### src/rtl/buffer_write_arbiter_pkg.sv
// Shared definitions for the buffer write-port arbiter:
// FSM state encoding, default sizing and an index-width helper.
package buf_arb_pkg;

  localparam int DEF_N_REQ     = 4;
  localparam int DEF_DATA_W    = 16;
  localparam int DEF_MAX_BURST = 4;

  typedef enum logic {
    ST_IDLE  = 1'b0,
    ST_BURST = 1'b1
  } arb_state_t;

  // Bits needed to hold an index in 0..value-1 (value >= 2).
  function automatic int clog2(input int value);
    int r;
    r = 0;
    for (int v = value - 1; v > 0; v = v >> 1) begin
      r++;
    end
    return r;
  endfunction

endpackage

### src/rtl/buffer_write_arbiter_rr_pick.sv
// Rotating priority encoder: returns the first requester with req set,
// scanning upward from base and wrapping modulo N_REQ. Purely combinational.
module rr_pick
  import buf_arb_pkg::*;
#(
  parameter int N_REQ = DEF_N_REQ,
  parameter int IDX_W = clog2(DEF_N_REQ)
) (
  input  logic [N_REQ-1:0] req,
  input  logic [IDX_W-1:0] base,
  output logic             found,
  output logic [IDX_W-1:0] idx
);

  // cand[k] is the requester index k places after base (mod N_REQ).
  logic [IDX_W-1:0] cand [N_REQ];
  logic [N_REQ-1:0] hit;

  for (genvar gi = 0; gi < N_REQ; gi++) begin : g_rot
    logic [IDX_W:0] sum;
    // Explicit compare-and-subtract keeps the wrap correct for any N_REQ.
    assign sum       = {1'b0, base} + (IDX_W + 1)'(gi);
    assign cand[gi]  = (sum >= (IDX_W + 1)'(N_REQ)) ? IDX_W'(sum - (IDX_W + 1)'(N_REQ))
                                                     : sum[IDX_W-1:0];
    assign hit[gi]   = req[cand[gi]];
  end

  // Lowest rotation offset with a pending request wins.
  always_comb begin
    found = 1'b0;
    idx   = '0;
    for (int k = N_REQ - 1; k >= 0; k--) begin
      if (hit[k]) begin
        found = 1'b1;
        idx   = cand[k];
      end
    end
  end

endmodule

### src/rtl/buffer_write_arbiter.sv
// Round-robin arbiter sharing the word buffer's write port among N_REQ
// requesters. One owner at a time forwards up to MAX_BURST words, stalling
// on buffer_full; ownership rotates on burst end or when the owner goes idle.
module buffer_write_arbiter
  import buf_arb_pkg::*;
#(
  parameter int N_REQ     = DEF_N_REQ,
  parameter int DATA_W    = DEF_DATA_W,
  parameter int MAX_BURST = DEF_MAX_BURST
) (
  input  logic                     clk_1,
  input  logic                     rst,
  input  logic [N_REQ-1:0]         req,
  input  logic [N_REQ*DATA_W-1:0]  data_in,
  output logic [N_REQ-1:0]         ack,
  input  logic                     buffer_full,
  output logic                     data_1_en,
  output logic [DATA_W-1:0]        data_1,
  output logic [clog2(N_REQ)-1:0]  grant_id,
  output logic                     busy
);

  localparam int IDX_W = clog2(N_REQ);

  arb_state_t       state_reg;
  logic [IDX_W-1:0] owner_reg;
  logic [IDX_W-1:0] rr_ptr_reg;
  logic [3:0]       burst_cnt_reg;

  logic [DATA_W-1:0] words [N_REQ];
  logic [IDX_W-1:0]  owner_inc;
  logic [IDX_W-1:0]  pick_base;
  logic              pick_found;
  logic [IDX_W-1:0]  pick_idx;
  logic              in_burst;
  logic              owner_req;
  logic              accept;
  logic              last_beat;
  logic              release_now;

  for (genvar gi = 0; gi < N_REQ; gi++) begin : g_words
    assign words[gi] = data_in[gi*DATA_W +: DATA_W];
  end

  assign in_burst  = (state_reg == ST_BURST);
  assign owner_inc = (owner_reg == IDX_W'(N_REQ - 1)) ? '0 : owner_reg + 1'b1;
  // In IDLE the pick starts at rr_ptr; on a release it starts just past the
  // outgoing owner, which is exactly the rr_ptr value being written.
  assign pick_base = in_burst ? owner_inc : rr_ptr_reg;

  rr_pick #(
    .N_REQ (N_REQ),
    .IDX_W (IDX_W)
  ) u_pick (
    .req   (req),
    .base  (pick_base),
    .found (pick_found),
    .idx   (pick_idx)
  );

  assign owner_req   = req[owner_reg];
  // rst gates accept so no word is consumed in a cycle that resets the FSM.
  assign accept      = in_burst & ~rst & owner_req & ~buffer_full;
  assign last_beat   = (burst_cnt_reg == 4'(MAX_BURST - 1));
  assign release_now = in_burst & (~owner_req | (accept & last_beat));

  assign data_1_en = accept;
  assign grant_id  = owner_reg;
  assign busy      = in_burst;

  // Forward the owner's word only when it is actually accepted.
  always_comb begin
    ack    = '0;
    data_1 = '0;
    if (accept) begin
      ack[owner_reg] = 1'b1;
      data_1         = words[owner_reg];
    end
  end

  // Grant FSM: pick, count accepted beats, rotate on release.
  always_ff @(posedge clk_1) begin
    if (rst) begin
      state_reg     <= ST_IDLE;
      owner_reg     <= '0;
      rr_ptr_reg    <= '0;
      burst_cnt_reg <= '0;
    end else begin
      case (state_reg)
        ST_IDLE: begin
          if (pick_found) begin
            owner_reg     <= pick_idx;
            burst_cnt_reg <= '0;
            state_reg     <= ST_BURST;
          end
        end
        ST_BURST: begin
          if (release_now) begin
            rr_ptr_reg    <= owner_inc;
            burst_cnt_reg <= '0;
            if (pick_found) begin
              owner_reg <= pick_idx;
            end else begin
              state_reg <= ST_IDLE;
            end
          end else if (accept) begin
            burst_cnt_reg <= burst_cnt_reg + 4'd1;
          end
        end
        default: state_reg <= ST_IDLE;
      endcase
    end
  end

endmodule

### config.mk
export PLATFORM = sky130hd
export DESIGN_NAME = buffer_write_arbiter
export DESIGN_NICKNAME = d
export VERILOG_FILES = /design/src/rtl/buffer_write_arbiter_pkg.sv /design/src/rtl/buffer_write_arbiter_rr_pick.sv /design/src/rtl/buffer_write_arbiter.sv
export SDC_FILE = /design/constraint.sdc
export NUM_CORES = 1
export LEC_CHECK = 0
export BUFFER_PORTS_ARGS = -buffer_cell sky130_fd_sc_hd__buf_2
export CORE_MARGIN = 2
export CORE_UTILIZATION = 42
export DETAILED_ROUTE_END_ITERATION = 16
export PLACE_DENSITY = 0.9
export SETUP_SLACK_MARGIN = 0.15
export SYNTH_ARGS = -nofsm -noshare
export SYNTH_HDL_FRONTEND = slang
export SYNTH_SLANG_ARGS = --single-unit
### constraint.sdc
create_clock -name clk_1 -period 7.03 [get_ports clk_1]
set_input_delay 1.0545 -clock clk_1 [delete_from_list [all_inputs] [get_ports clk_1]]
set_output_delay 1.0545 -clock clk_1 [all_outputs]
set_load 0.01 [all_outputs]
* Yosys cells after proc, flatten, opt, wreduce, memory -nomap -nowiden
Cells that the tools add are included.
** Storage, ports and cells
- Flip-flop bits (word level) :: 9
- Input port bits :: 71
- Output and inout port bits :: 24
- Logic and storage cells :: 84
** Cells by class
- Add/sub/neg operators :: 9
- $lt $le $gt $ge :: 11
- Eq/ne operators :: 5
- Muxes and demuxes :: 41
- Bitwise operators :: 11
- Reductions and logical operators :: 3
** Operators with widths (number)
- two-way mux 16 bit :: 3
- binary-select mux 16 bit (select 2 bit) :: 1
- two-way mux 2 bit :: 12
- two-way mux 4 bit :: 4
- < comparator 2 x 3 -> 1 bit (second input constant) :: 5
- greater-or-equal comparator 3 bit (second input constant) :: 4
- two-way mux 1 bit :: 12
- binary-select mux 1 bit (select 2 bit) :: 5
- case mux 4 bit (2 select lines) :: 1
- subtractor 2 x 1 -> 2 bit (second input constant) :: 4
- adder 2 x 2 -> 3 bit (second input constant) :: 2
- bitwise AND 1 bit :: 5
- adder 4 x 1 -> 4 bit (second input constant) :: 1
- equality test 4 x 2 -> 1 bit (second input constant) :: 1
- NOT 1 bit :: 4
- case mux 2 bit (2 select lines) :: 1
- AND reduction 2 bit :: 2
- adder 2 x 1 -> 3 bit (second input constant) :: 1
- greater-or-equal comparator 2 x 3 -> 1 bit (second input constant) :: 1
- inequality test 3 x 1 -> 1 bit (second input constant) :: 1
- NOT 2 -> 3 bit :: 1
- adder 2 x 1 -> 2 bit (second input constant) :: 1
- demux 1 bit (select 2 bit) :: 1
- equality test 2 bit (second input constant) :: 1
- other kinds (6) :: 6

* Longest topological paths before layout
Gate-level depths: netlist of run 1.
- Depth in word-level cells :: 15
- Mapped depth :: 9
- Depth with buffers taken out :: 7

* Hierarchy
From an unflattened synthesis of run 1, not the netlist that was laid out.
** Second synthesis, totals
- Cells, all modules :: 126
- Area, all modules :: 1243.7 sq um
** Modules (own cells, without submodules)
- buffer_write_arbiter :: times used 1, cells an instance 113, area each 1166.1 sq um, seq. area each 180.2 sq um
- rr_pick :: times used 1, cells an instance 13, area each 77.6 sq um, seq. area each 0.0 sq um

* Least setup slack after synthesis of run 1
No wires, ideal clock.
- Path kind :: input to output
- From :: in rst
- To :: out data_1[0]
- Arrival time :: 2.153 ns
- Required time :: 5.975 ns
- Slack :: 3.822 ns
- Stages on the path :: 4
- Buffers on the path :: 2
- Cell sequence :: buf_2 -> nor3b_1 -> clkbuf_1 -> and3_1
** On the way
- Word-level cells in the longest chain between the ends :: 5
** RTL lines
- start: declaration :: RTL line buffer_write_arbiter.sv:12 : input logic rst,
- NOT 1 bit :: RTL line buffer_write_arbiter.sv:63 : assign accept = in_burst & ~rst & owner_req & ~buffer_full;
- bitwise AND 1 bit (3 in series) :: RTL line buffer_write_arbiter.sv:63
- two-way mux 16 bit :: RTL line buffer_write_arbiter.sv:75 : if (accept) begin
- end: declaration :: RTL line buffer_write_arbiter.sv:18 : output logic [DATA_W-1:0] data_1,
No other way between the ends.

* Worst setup path after layout of run 1
- From :: in rst
- To :: out ack[3]
** On the way
- Word-level cells in the longest chain between the ends :: 5
** RTL lines
- NOT 1 bit :: RTL line buffer_write_arbiter.sv:63
- bitwise AND 1 bit (3 in series) :: RTL line buffer_write_arbiter.sv:63
- two-way mux 4 bit :: RTL line buffer_write_arbiter.sv:75
- end: declaration :: RTL line buffer_write_arbiter.sv:15 : output logic [N_REQ-1:0] ack,
No other way between the ends.

==> results of run 1 <==
[routing by layer]
layer / GRT usage / routed length [microns] / up-vias
met2: 0.402 / 1640 / 47
met4: 0.0136 / 0 / 0
met5: 0 / 0 / -
met3: 0.0860 / 299 / 0
li1: - / - / 631
met1: 0.213 / 1220 / 597
[cell families after synthesis]
| group | count (synthesis) | synth area share |
|---|---|---|
| xor gates and xnor gates | 2 | 0.0154 |
| adders and majority gates | 5 | 0.0549 |
| and+or+nand+nor | 49 | 0.243 |
| AOI/OAI and AO/OA | 16 | 0.103 |
| buffers and inverters | 14 | 0.0516 |
| DFF | 9 | 0.158 |
| muxes | 21 | 0.374 |
[synth_stat cells (3+ instances only)]
library cell,count
nand2_1,5
clkbuf_1,4
o21ai_0,3
mux2i_1,3
a21oi_1,4
inv_1,4
buf_2,5
dfxtp_1,9
ha_1,5
mux4_2,17
nor2_1,11
and3_1,19
[tightest hold or removal path: cells and delay by family (launching register included)]
family          cells  cell delay [ns]
compound gates      1             0.05
flops               1             0.33
simple gates        1             0.06
[metrics by stage]
| stage | setup WS (ns) | power [W] | hold WS, ns | utilization | cell area, sq um |
|---|---|---|---|---|---|
| 6_report | 3.42 | 0.000197 | 0.483 | 0.651 | 1640 |
| 5_1_grt | 3.26 | 0.000212 | 0.530 | 0.651 | 1640 |
| 4_1_cts | 3.43 | 0.000199 | 0.483 | 0.651 | 1640 |
| 3_5_place_dp | 3.44 | 0.000159 | 0.474 | 0.641 | 1620 |
| 3_3_place_gp | 3.48 | 0.000157 | 0.462 | 0.641 | 1620 |
| 2_1_floorplan | 3.82 | 0.000126 | 0.446 | - | 1140 |
[cell type report]
class                   count  area [sq um]  area share
well taps                  30          37.5      0.0228
multi-input cells          93           906       0.551
repair buffers             95           478       0.291
inverters                   4          15.0     0.00914
flip-flops and latches      9           180       0.110
clock buffers               4          26.3      0.0160
[power by group]
part / leakage, nW / switching (W) / internal (W)
clock: 0.0150 / 0.0000182 / 0.0000218
combinational: 0.777 / 0.0000385 / 0.0000556
sequential: 0.0735 / 0.00000877 / 0.0000541
[final timing paths]
| path | cells past startpoint | endpoint |
|---|---|---|
| worst max-delay path | 4 | ack[3] |
| worst min-delay path | 2 | burst_cnt_reg[1]$_SDFFE_PP0P_ |
| worst max register to register | 7 | grant_id[0]$_SDFFE_PP0P_ |
| worst min register to register | 2 | burst_cnt_reg[1]$_SDFFE_PP0P_ |
==> impl_metrics.ini, run 1 <==
[logic_synthesis]
syn_nets = 192
syn_area_sq_um = 1140
syn_area_per_cell_sq_um = 9.83
synthCells = 116
yosys_warnings = 0
yosysTopAreaCellShare = 0.336
synth_area_leaders = mux4_2 (34%), dfxtp_1 (16%), and3_1 (10%)
synth_edf_count = 0
ys_types = 33
async_reset_ff_frac = 0
ys_ff_latch = 9
yosysSeqAreaShare = 0.158
synth_largest_area_cell = mux4_2
synth_ff_type = dfxtp_1

[sta]
finalHoldViolations = 0
relSlewSlack = 0.244
timing.setup.tns_ns = 0
rsz0062_at_grt = false
post-route-min-period_ns = 3.61
max_clock_freq_ghz = 0.277
drv_slew = 0
setup_viol = 0
min_period_over_period = 0.513
worst_pin_slew_ns = 1.13
skew_ns = 0.0122

[clocking]
cts_root_buffer = clkbuf_4
clock_sinks = 9
postCtsSetupBuffers = 0
ctsHoldBuffers = 0
cts_buffers = 3
cts-resized-gates = 0
cts_buffer_depth = 2
cts_tree = done
clkLatencyLatePin_ns = 0.26
htreeDepth = 1
path_clk_slew_ns = 0.07

[finish]
final_nets = 282
antenna_cells = 0
fin_cells = 235
n_fill_cell = 228
largest_reg_flops = 4
layout_common_cells = buf_2 (94), and3_1 (19), mux4_2 (17), nor2_1 (11), dfxtp_1 (9)
syn_to_final_growth_pct = 44.1
final_common_cell = buf_2
drive_above_1_share = 0.585

[power]
p_leak_nw = 0.866
p_per_area_nw_per_um2 = 120
max-vdd-ir-drop_uv = 153

[critical_path]
worst-path-buf-inv = 2
worst_setup_path_end_kind = output port
startpoint_type = input port
path_max_fanout = 26
critPathSlowestCell = nor3b_2
r2r-start = grant_id[1]$_SDFFE_PP0P_
cpPeakStageDelay_ns = 0.91
worst_path_dominant_cell_family = simple AND/OR/NAND/NOR gates
worstSetupPathType = input port to output port
reg2reg_slack_ns = 4.38
cp.arrival_ns = 2.55
critPathLaunch = rst
crit_path_cell_trace = buf_2 > nor3b_2 > and3_2 > buf_2
cpMostUsedCell = buf_2
crit_required_ns = 5.98

[floorplan]
die_area_sq_um = 3150
pin_count = 95
core-area_sq_um = 2520
start_util = 0.452
die_x_microns = 56.1
fp.dieH_microns = 56.1
rows = 18

[run_status]
status = finished clean

[worst_hold_path]
hp-start = burst_cnt_reg[1]$_SDFFE_PP0P_
hold_class = register to register

[placed_design]
hpwlAfterDp_microns = 2570
dp_cells = 231
io_buffers = 94
routabilityCongestion = 0.772

[global_routing]
grt_overflow_total = 0
grt_pass1_vias = 1293
grt.total_usage = 0.207
antenna_found_initial = 0
grt_max_degree = 27
grt_first_pass_wirelength_microns = 5360

[flow_run]
cap_violations = 0

[detailed_routing]
vias = 1275
drc = 0
antenna_left = 0
wl_per_cell_microns = 13.4
viasPerCell = 5.43
drt_iter0_drc = 35
wirelength_microns = 3160
first_pass_iters = 4
Power figures use the tool's default switching activity.
==> run 2, diff against run 1 <==
- CORE_UTILIZATION: 42 -> 39
- PLACE_DENSITY: 0.9 -> 0.85
- clock period: 7.03 -> 3.55 ns (I/O delays scaled with it)
==> impl_metrics.ini, run 2 (synthesis gave the netlist of run 1 again) <==
[clocking]
cts_buffers = 3
ctsHoldBuffers = 0
cts_root_buffer = clkbuf_4
postCtsSetupBuffers = 0
clkLatencyLatePin_ns = 0.26
cts-resized-gates = 0
cts_buffer_depth = 2
path_clk_slew_ns = 0.06
clock_sinks = 9
htreeDepth = 1
cts_tree = done

[power]
max-vdd-ir-drop_uv = 292
p_leak_nw = 0.876
p_per_area_nw_per_um2 = 238

[finish]
fin_cells = 238
largest_reg_flops = 4
final_nets = 284
syn_to_final_growth_pct = 45.6
final_common_cell = buf_2
drive_above_1_share = 0.589
layout_common_cells = buf_2 (94), and3_1 (19), mux4_2 (17), nor2_1 (11), dfxtp_1 (9)
antenna_cells = 0
n_fill_cell = 254

[sta]
relSlewSlack = 0.561
worst_pin_slew_ns = 0.650
setup_viol = 0
drv_slew = 0
post-route-min-period_ns = 2.74
timing.setup.tns_ns = 0
finalHoldViolations = 0
rsz0062_at_grt = false
max_clock_freq_ghz = 0.365
skew_ns = 0.00413
min_period_over_period = 0.773

[placed_design]
io_buffers = 94
dp_cells = 234
routabilityCongestion = 0.769
hpwlAfterDp_microns = 2940

[critical_path]
worst_setup_path_end_kind = output port
critPathLaunch = grant_id[0]$_SDFFE_PP0P_
r2r-start = grant_id[0]$_SDFFE_PP0P_
path_max_fanout = 13
cp.depth = 4
cpPeakStageDelay_ns = 0.74
r2r-end = grant_id[0]$_SDFFE_PP0P_
reg2reg_depth = 7
crit_required_ns = 3.02
worst_path_dominant_cell_family = flip-flops
cp.arrival_ns = 2.21
startpoint_type = register
crit_path_cell_trace = buf_4 > mux4_2 > and3_1 > buf_2
cp-endpoint = data_1[5]
reg2reg_slack_ns = 1.07
worstSetupPathType = register to output port
critPathSlowestCell = dfxtp_1
worst-path-buf-inv = 2

[run_status]
status = finished clean

[global_routing]
antenna_found_initial = 0
grt_max_degree = 27
grt_pass1_vias = 1272
grt_first_pass_wirelength_microns = 5550
grt.total_usage = 0.216
grt_overflow_total = 0

[floorplan]
start_util = 0.413
fp.dieH_microns = 58.1
die_area_sq_um = 3370
die_x_microns = 58.1
pin_count = 95
rows = 19
core-area_sq_um = 2760

[detailed_routing]
vias = 1297
antenna_left = 0
wl_per_cell_microns = 14.8
viasPerCell = 5.45
wirelength_microns = 3530
first_pass_iters = 6
drt_iter0_drc = 69
drc = 0

[worst_hold_path]
hold_class = register to register
holdPathStages = 2

[flow_run]
cap_violations = 0
## run 2: area by class of cell
type | instances | area (sq um) | area share
clock buffer | 4 | 26.3 | 0.0158
inverter | 4 | 15.0 | 0.00905
multi-input combinational | 93 | 906 | 0.546
sequential | 9 | 180 | 0.109
tap | 31 | 38.8 | 0.0234
timing repair buffer | 97 | 493 | 0.297
## run 2: worst min path at each step
stage	from	end
after floorplan	burst_cnt_reg[1]$_SDFFE_PP0P_	burst_cnt_reg[1]$_SDFFE_PP0P_
after global placement	burst_cnt_reg[1]$_SDFFE_PP0P_	burst_cnt_reg[1]$_SDFFE_PP0P_
after detailed placement	burst_cnt_reg[1]$_SDFFE_PP0P_	burst_cnt_reg[1]$_SDFFE_PP0P_
after CTS	burst_cnt_reg[1]$_SDFFE_PP0P_	burst_cnt_reg[1]$_SDFFE_PP0P_
after global routing	burst_cnt_reg[1]$_SDFFE_PP0P_	burst_cnt_reg[1]$_SDFFE_PP0P_
final	burst_cnt_reg[1]$_SDFFE_PP0P_	burst_cnt_reg[1]$_SDFFE_PP0P_
## run 2: metal layers
metal / GRT usage / up-vias / wire (microns)
met4: 0.0565 / 0 / 49
met3: 0.0781 / 6 / 370
met5: 0 / - / 0
met2: 0.393 / 76 / 1750
li1: - / 633 / -
met1: 0.236 / 582 / 1360
## run 2: worst register-to-register path: cells and delay by family (launching register included)
| kind | cells | cell delay, ns |
|---|---|---|
| DFF | 1 | 0.74 |
| and+or+nand+nor | 2 | 0.46 |
| AOI/OAI and AO/OA | 2 | 0.45 |
| adders and majority gates | 1 | 0.37 |
| muxes | 1 | 0.26 |
| buffers and inverters | 1 | 0.15 |
## run 2: through the flow
| stage | instance area, sq um | setup slack [ns] | util | power (W) | hold WS, ns |
|---|---|---|---|---|---|
| finish | 1660 | 0.807 | 0.602 | 0.000395 | 0.481 |
| global route | 1660 | 0.607 | 0.602 | 0.000428 | 0.513 |
| CTS | 1660 | 0.769 | 0.602 | 0.000398 | 0.484 |
| detailed placement | 1630 | 1.05 | 0.592 | 0.000317 | 0.475 |
| global placement | 1630 | 1.08 | 0.592 | 0.000312 | 0.467 |
| floorplan | 1140 | 0.967 | - | 0.000249 | 0.446 |
## run 2: report_power, final
part | internal [W] | leakage (nW) | switching, W | total (W)
Sequential | 0.000107 | 0.0735 | 0.0000151 | 0.000122
Clock | 0.0000433 | 0.0150 | 0.0000361 | 0.0000794
Combinational | 0.000112 | 0.788 | 0.0000814 | 0.000193
==> run 3, diff against run 2 <==
- CORE_UTILIZATION: 39 -> 35
- PLACE_DENSITY: 0.85 -> 0.81
- clock period: 3.55 -> 2.38 ns (I/O delays scaled with it)
==> impl_metrics.ini, run 3 (synthesis gave the netlist of run 1 again) <==
[critical_path]
worst_path_dominant_cell_family = multiplexers
cp.depth = 3
path_max_fanout = 24
r2r-start = grant_id[0]$_SDFFE_PP0P_
worst_setup_path_end_kind = output port
crit_path_cell_trace = mux4_2 > and3_2 > buf_2
cpPeakStageDelay_ns = 0.71
critPathSlowestCell = mux4_2
crit_required_ns = 2.02
critPathLaunch = grant_id[0]$_SDFFE_PP0P_
cp.arrival_ns = 1.82
startpoint_type = register
reg2reg_depth = 5
worstSetupPathType = register to output port
worst-path-buf-inv = 1

[global_routing]
antenna_found_initial = 0
grt_overflow_total = 0
grt_pass1_vias = 1103
grt.total_usage = 0.183
grt_first_pass_wirelength_microns = 5020
grt_max_degree = 27

[floorplan]
start_util = 0.370
core-area_sq_um = 3080
rows = 20
die_area_sq_um = 3730
die_x_microns = 61.1
pin_count = 95
fp.dieH_microns = 61.1

[sta]
setup_viol = 0
rsz0062_at_grt = true
skew_ns = 0.00236
timing.setup.tns_ns = 0
layout_setup_ws_ns = 0.200
drv_slew = 0
worst_pin_slew_ns = 0.646
finalHoldViolations = 0
relSlewSlack = 0.564
post-route-min-period_ns = 2.18
min_period_over_period = 0.916
max_clock_freq_ghz = 0.459

[worst_hold_path]
hp-start = rst
holdPathStages = 2
hold_class = input port to register

[power]
p_leak_nw = 0.885
p_per_area_nw_per_um2 = 355
max-vdd-ir-drop_uv = 195

[placed_design]
hpwlAfterDp_microns = 2790
place_area_sq_um = 1660
pre_cts_ws_ns = 0.246
routabilityCongestion = 0.883
io_buffers = 94

[clocking]
cts_buffers = 3
cts_root_buffer = clkbuf_4
path_clk_slew_ns = 0.06
clock_sinks = 9
clkLatencyLatePin_ns = 0.27
cts_tree = done
cts_buffer_depth = 2
htreeDepth = 1
postCtsSetupBuffers = 0

[detailed_routing]
wirelength_microns = 3620
vias = 1307
viasPerCell = 5.19
drc = 0
wl_per_cell_microns = 14.4
drt_iter0_drc = 45
antenna_left = 0
first_pass_iters = 4

[finish]
stdcell_area_sq_um = 1700
drive_above_1_share = 0.596
antenna_cells = 0
syn_to_final_growth_pct = 49.4
largest_reg_flops = 4
final_common_cell = buf_2
final_nets = 285
layout_common_cells = buf_2 (94), and3_1 (19), mux4_2 (17), nor2_1 (11), dfxtp_1 (8)

[run_status]
status = finished clean

[flow_run]
cap_violations = 0
==> run 3: changes by cell type in the layout (fill, tap and decap cells not counted), sizes merged <==
cell | previous run | this run
buf | 97 | 98
==> run 3: area by class of cell <==
cell class	count	area, sq um
Inverter	4	15.0
Tap cell	44	55.1
Fill cell	300	1380
Clock buffer	4	26.3
Multi-Input combinational cell	93	915
Timing Repair Buffer	98	508
Sequential cell	9	184
==> run 3: per-layer routing <==
| metal | wire [microns] | global-route usage | vias up |
|---|---|---|---|
| met5 | 0 | 0 | - |
| met4 | 36 | 0.0559 | 0 |
| met1 | 1330 | 0.201 | 612 |
| met3 | 346 | 0.0399 | 4 |
| met2 | 1910 | 0.348 | 56 |
| li1 | - | - | 635 |
==> run 3: worst register-to-register path, cell delays in order (launching register included) <==
cell and delay, ns:
dfxtp_4 0.43, mux4_2 0.72, o311ai_2 0.18, o41ai_1 0.19
or3_1 0.34, a21oi_1 0.12
==> run 3: power by group <==
group	total [W]	internal [W]	switching [W]
combinational	0.000306	0.000173	0.000133
clock	0.000124	0.0000650	0.0000592
sequential	0.000175	0.000161	0.0000141
==> run 3: path summary, 6_finish.rpt <==
check                                                     end  slack (ns)
worst max-delay path                                   ack[3]        0.20
worst min-delay path                 grant_id[0]$_SDFFE_PP0P_        0.39
worst min register to register  burst_cnt_reg[1]$_SDFFE_PP0P_        0.49
worst max register to register       grant_id[0]$_SDFFE_PP0P_        0.33
==> run 3: what timing repair did <==
item | 4_1_cts | 5_1_grt
hold buffers | 0 | 0
gates resized for setup | 2 | 2
pin swaps | 0 | 0
setup endpoints to repair | 16 | 14
==> run 3: per-stage QoR <==
step / cells / hold WS [ns] / total power [W] / utilization
after global routing: 252 / 0.400 / 0.000647 / 0.553
after CTS: 252 / 0.373 / 0.000604 / 0.549
after floorplan: 116 / 0.446 / 0.000384 / -
after global placement: 248 / 0.462 / 0.000470 / 0.539
after detailed placement: 248 / 0.481 / 0.000476 / 0.539
final: 252 / 0.386 / 0.000605 / 0.553
